## src/rtl/glay_setup_pkg.sv

```systemverilog
// rtl/glay_setup_pkg.sv - shared types for the kernel setup unpack stage
package GLAY_SETUP_PKG;

    typedef enum logic [1:0] {
        UNPACK_IDLE    = 2'd0,
        UNPACK_COLLECT = 2'd1,
        UNPACK_HOLD    = 2'd2,
        UNPACK_DONE    = 2'd3
    } kernel_setup_unpack_state;

    localparam int SETUP_LINE_WIDTH = 512;

    // One setup cacheline payload at the default line width.
    typedef logic [SETUP_LINE_WIDTH-1:0] SetupUnpackLine;

endpackage

```

## src/rtl/glay_kernel_setup_unpack.sv

```systemverilog
// rtl/glay_kernel_setup_unpack.sv - collects indexed setup cachelines into one struct
// Optional collection watchdog: GLAY_SETUP_UNPACK_TIMEOUT_EN
module glay_kernel_setup_unpack
    import GLAY_SETUP_PKG::*;
#(
    parameter int NUM_SETUP_CACHELINE = 2,
    parameter int CACHELINE_WIDTH     = 512,
    parameter int INDEX_WIDTH         = 4,
    parameter int TIMEOUT_CYCLES      = 4096
) (
    input  logic                                           ap_clk,
    input  logic                                           areset,
    input  logic                                           setup_start,
    input  logic                                           resp_in_valid,
    input  logic [INDEX_WIDTH-1:0]                         resp_in_index,
    input  logic [CACHELINE_WIDTH-1:0]                     resp_in_data,
    output logic                                           resp_in_ready,
    output logic                                           csr_struct_valid,
    input  logic                                           csr_struct_ready,
    output logic [NUM_SETUP_CACHELINE*CACHELINE_WIDTH-1:0] csr_struct_data,
    output logic                                           setup_done,
    output logic                                           setup_error
);

    localparam int DATA_W = NUM_SETUP_CACHELINE * CACHELINE_WIDTH;
    localparam logic [INDEX_WIDTH:0] NUM_LINES = (INDEX_WIDTH+1)'(NUM_SETUP_CACHELINE);

    kernel_setup_unpack_state state_q, state_d;
    logic [NUM_SETUP_CACHELINE-1:0] bitmap_q, bitmap_d;
    logic                           error_q, error_d;
    logic                           rst_hold_q, rst_hold_d;
    logic [DATA_W-1:0]              data_q, data_d;
    logic                           xfer;
    logic                           idx_ok;
    logic                           dup;

`ifdef GLAY_SETUP_UNPACK_TIMEOUT_EN
    localparam int CNT_W = $clog2(TIMEOUT_CYCLES + 1);
    logic [CNT_W-1:0] cnt_q, cnt_d;
`endif

    // rst_hold_q keeps the block quiet for the first edge after reset release.
    assign resp_in_ready    = !rst_hold_q &&
                              ((state_q == UNPACK_IDLE) || (state_q == UNPACK_COLLECT));
    assign csr_struct_valid = (state_q == UNPACK_HOLD);
    assign setup_done       = (state_q == UNPACK_DONE);
    assign setup_error      = error_q;
    assign csr_struct_data  = data_q;
    assign xfer             = resp_in_valid && resp_in_ready;
    assign idx_ok           = ({1'b0, resp_in_index} < NUM_LINES);

    always_comb begin
        dup = 1'b0;
        for (int i = 0; i < NUM_SETUP_CACHELINE; i++) begin
            if (resp_in_index == INDEX_WIDTH'(i) && bitmap_q[i]) begin
                dup = 1'b1;
            end
        end
    end

    always_comb begin
        state_d    = state_q;
        bitmap_d   = bitmap_q;
        error_d    = error_q;
        data_d     = data_q;
        rst_hold_d = 1'b0;
`ifdef GLAY_SETUP_UNPACK_TIMEOUT_EN
        cnt_d      = cnt_q;
`endif

        if (setup_start && state_q != UNPACK_IDLE) begin
            error_d = 1'b1;
        end

        case (state_q)
            UNPACK_IDLE: begin
                if (xfer) begin
                    error_d = 1'b1;
                end
                if (setup_start && !rst_hold_q) begin
                    state_d  = UNPACK_COLLECT;
                    bitmap_d = '0;
`ifdef GLAY_SETUP_UNPACK_TIMEOUT_EN
                    cnt_d    = '0;
`endif
                end
            end
            UNPACK_COLLECT: begin
                if (&bitmap_q) begin
                    state_d = UNPACK_HOLD;
                end
`ifdef GLAY_SETUP_UNPACK_TIMEOUT_EN
                else if (cnt_q == CNT_W'(TIMEOUT_CYCLES - 1)) begin
                    state_d = UNPACK_IDLE;
                    error_d = 1'b1;
                end else begin
                    cnt_d = cnt_q + 1'b1;
                end
`endif
                if (xfer) begin
                    if (!idx_ok || dup) begin
                        error_d = 1'b1;
                    end
                    // Duplicates still overwrite: the newest copy of a line wins.
                    for (int i = 0; i < NUM_SETUP_CACHELINE; i++) begin
                        if (idx_ok && resp_in_index == INDEX_WIDTH'(i)) begin
                            bitmap_d[i] = 1'b1;
                            data_d[i*CACHELINE_WIDTH +: CACHELINE_WIDTH] = resp_in_data;
                        end
                    end
                end
            end
            UNPACK_HOLD: begin
                if (csr_struct_ready) begin
                    state_d = UNPACK_DONE;
                end
            end
            UNPACK_DONE: begin
                state_d = UNPACK_IDLE;
            end
            default: begin
                state_d = UNPACK_IDLE;
            end
        endcase
    end

    always_ff @(posedge ap_clk or posedge areset) begin
        if (areset) begin
            state_q    <= UNPACK_IDLE;
            bitmap_q   <= '0;
            error_q    <= 1'b0;
            rst_hold_q <= 1'b1;
        end else begin
            state_q    <= state_d;
            bitmap_q   <= bitmap_d;
            error_q    <= error_d;
            rst_hold_q <= rst_hold_d;
        end
    end

`ifdef GLAY_SETUP_UNPACK_TIMEOUT_EN
    always_ff @(posedge ap_clk or posedge areset) begin
        if (areset) begin
            cnt_q <= '0;
        end else begin
            cnt_q <= cnt_d;
        end
    end
`endif

    // Payload storage carries no reset; it is only meaningful in HOLD.
    always_ff @(posedge ap_clk) begin
        data_q <= data_d;
    end

endmodule

```

## config.mk

```make
export PLATFORM = sky130hd
export DESIGN_NAME = glay_kernel_setup_unpack
export DESIGN_NICKNAME = d
export VERILOG_FILES = /design/src/rtl/glay_setup_pkg.sv /design/src/rtl/glay_kernel_setup_unpack.sv
export SDC_FILE = /design/constraint.sdc
export NUM_CORES = 1
export LEC_CHECK = 0
export ABC_AREA = 0
export CAP_MARGIN = 5
export CORE_AREA = 2 2 603 605
export DETAILED_ROUTE_END_ITERATION = 16
export DIE_AREA = 0 0 605 607
export PLACE_DENSITY = 0.3
export SLEW_MARGIN = 40
export SYNTH_ARGS = -nofsm -noshare
export SYNTH_HDL_FRONTEND = slang
export SYNTH_SLANG_ARGS = --single-unit
export TNS_END_PERCENT = 20
```

## constraint.sdc

```tcl
create_clock -name ap_clk -period 33.9 [get_ports ap_clk]
set_input_delay 6.78 -clock ap_clk [delete_from_list [all_inputs] [get_ports ap_clk]]
set_output_delay 6.78 -clock ap_clk [all_outputs]
set_load 0.01 [all_outputs]
```

==> results.yml <==
pwr:
  power.total_mw: 2.95
  irDropWorstVdd_uv: 31.6
  power_density_nw_per_um2: 51.6
  leakagePower_nw: 17.6
timing:
  worst_pin_slew_ns: 0.772
  period_needed_ns: 10.31
  finalSetupViolations: 0
  drv_slew: 0
  rsz0062_at_grt: "false"
  finalSetupTns_ns: 0
  relSlewSlack: 0.485
  hold_slack_ns: 0.505
  clock.fmax_ghz: 0.0970
  hold_viol_final: 0
  fin_skew_ns: 0.0663
  period_share: 0.304
cts:
  cts_resized: 0
  hold_buffers: 0
  clk_pin_slew_ns: 0.05
  cts_tree: "yes"
  cts_max_path_buffers: 4
  clk_latency_ns: 0.84
  cts_setup_buffers: 0
  cts_inserted_buffers: 139
  root_buffer: "clkbuf_16"
  cts_sinks: 1030
  cts_max_level: 4
floorplanning:
  die_w_um: 605
  die_h_um: 607
  placementRows: 221
  dieArea_um2: 367000
  io_pins: 1549
  core_um2: 361000
  start_util: 0.0863
run:
  drv_cap: 0
synth:
  yosysSeqAreaShare: 0.992
  syn_area_um2: 31100
  synth_nets: 1590
  synth_area_leaders: "edfxtp_1, dfrtp_1, ha_1, dfstp_2, inv_1"
  synth.distinct_cells: 21
  synth_top_area_frac: 0.987
  avgSynthCellArea_um2: 29.2
  syn_inst: 1065
  ys_ff_latch: 1030
  yosys.area.top_type: "edfxtp_1"
  ys_warn_count: 0
critical_path:
  crit_arrival_ns: 10.73
  path_class: "primary input to flip-flop"
  start_kind: "primary input"
  crit_required_ns: 34.32
  critPathMaxFanout: 64
  critPathCaptureType: "flip-flop"
global_route:
  grt_first_pass_wirelength_um: 271000
  overflow: 0
  grt_max_degree: 115
  grt_antenna_before_repair: 232
  grtUsageTotal: 0.119
  first_global_vias: 19600
drt:
  first_pass_iters: 5
  drc: 0
  drtIter0Drc: 1344
  post_drt_wl_per_cell_um: 29.9
  drt_wl_total_um: 230000
  dr_total_vias: 19700
  via_per_inst: 2.56
  drtAntennaViolNets: 0
finish:
  fin_cells: 7700
  finalCoreUtilization: 0.158
  fill_cells: 39500
  final_cell_mix: "clkdlybuf4s50_1, edfxtp_1, clkbuf_16"
  nNetsFinal: 3300
  drive_above_1_share: 0.0720
  final_common_cell: "clkdlybuf4s50_1"
  syn2layout_area_growth_pct: 83.6
place:
  dp.cells: 7425
  dp_hpwl_um: 197000
  io_buffers: 1548
  gp_congestion: 0.843
worst_hold_path:
  hp-class: "flip-flop to flip-flop"
run_status:
  status: "completed"
cells by family (layout without fill, tap and decap cells):
logic type	after synthesis	in the layout	share of synthesized area
buffers and inverters	6	1815	0.000723
and+or+nand+nor	11	11	0.00177
adders and majority gates	4	4	0.00161
DFF	1030	1030	0.992
AOI/OAI and AO/OA	12	12	0.00321
muxes	1	1	0.000482
other	1	33	0.000120
power by group:
group | internal, mW | leakage [nW] | total, mW | switching, mW
sequential | 1.41 | 9.28 | 1.42 | 0.00431
clock | 0.804 | 2.03 | 1.40 | 0.595
combinational | 0.0750 | 6.32 | 0.138 | 0.0633
total | 2.29 | 17.6 | 2.95 | 0.663
area by class of cell:
type,count,area [um^2],area share
flip-flops and latches,1030,30900,0.540
repair buffers,1569,15800,0.275
well taps,4794,6000,0.105
clock buffers,170,3590,0.0629
clock inverters,70,607,0.0106
multi-input cells,29,239,0.00418
diodes,32,80.1,0.00140
inverters,6,22.5,0.000394
critical path: stages:
cell,delay (ns)
clkdlybuf4s50_1,0.41
nor3_1,0.30
nand3_1,0.30
nor2_4,0.52
buf_4,0.62
buf_12,0.37
buf_4,0.63
buf_6,0.62
flip-flops by register name, summed over array words and instances, names as in the netlist:
signal           cells
csr_struct_data   1024
bitmap_q             2
state_q              2
rst_hold_q           1
setup_error          1
cells in the mapped netlist, drive strengths merged:
cell,n
a221oi,1
nand2b,1
edfxtp,1024
o31ai,2
nand2,1
nand3b,1
and2b,1
o211a,1
dfrtp,5
o21ai,4
nor2,5
nor3,1
o32a,1
nand3,1
mux2,1
a21boi,1
conb,1
dfstp,1
ha,4
inv,6
a21oi,2
routing by layer:
metal / GRT usage / share of wire / vias to the layer above
li1: - / - / 7876
met1: 0.122 / 0.35 / 9904
met2: 0.210 / 0.50 / 1228
met3: 0.0709 / 0.13 / 547
met4: 0.0212 / 0.023 / 126
met5: 0 / 0.0037 / -
metrics by stage:
| stage | cell area, um^2 | setup slack (ns) |
|---|---|---|
| 6_report | 57200 | 23.59 |
| 4_1_cts | 57000 | 23.10 |
| 3_5_place_dp | 52800 | 22.19 |
| 5_1_grt | 57100 | 23.31 |
| 2_1_floorplan | 31100 | 4.15 |
| 3_3_place_gp | 52800 | 21.85 |
worst paths after layout:
| check | from | endpoint | slack [ns] | cells past startpoint |
|---|---|---|---|---|
| worst min-delay path | setup_error$_DFF_PP0_ | setup_error$_DFF_PP0_ | 0.51 | 2 |
| max in group asynchronous | areset | rst_hold_q$_DFF_PP1_ | 27.36 | 2 |
| worst max-delay path | resp_in_index[3] | csr_struct_data[662]$_DFFE_PP_ | 23.59 | 8 |
| worst max register to register | state_q[1]$_DFFE_PP0P_ | csr_struct_data[662]$_DFFE_PP_ | 29.56 | 8 |
| worst min register to register | setup_error$_DFF_PP0_ | setup_error$_DFF_PP0_ | 0.51 | 2 |
| min in group asynchronous | areset | bitmap_q[0]$_DFFE_PP0P_ | 6.26 | 2 |
No activity file was read; power rests on OpenSTA's default activity.
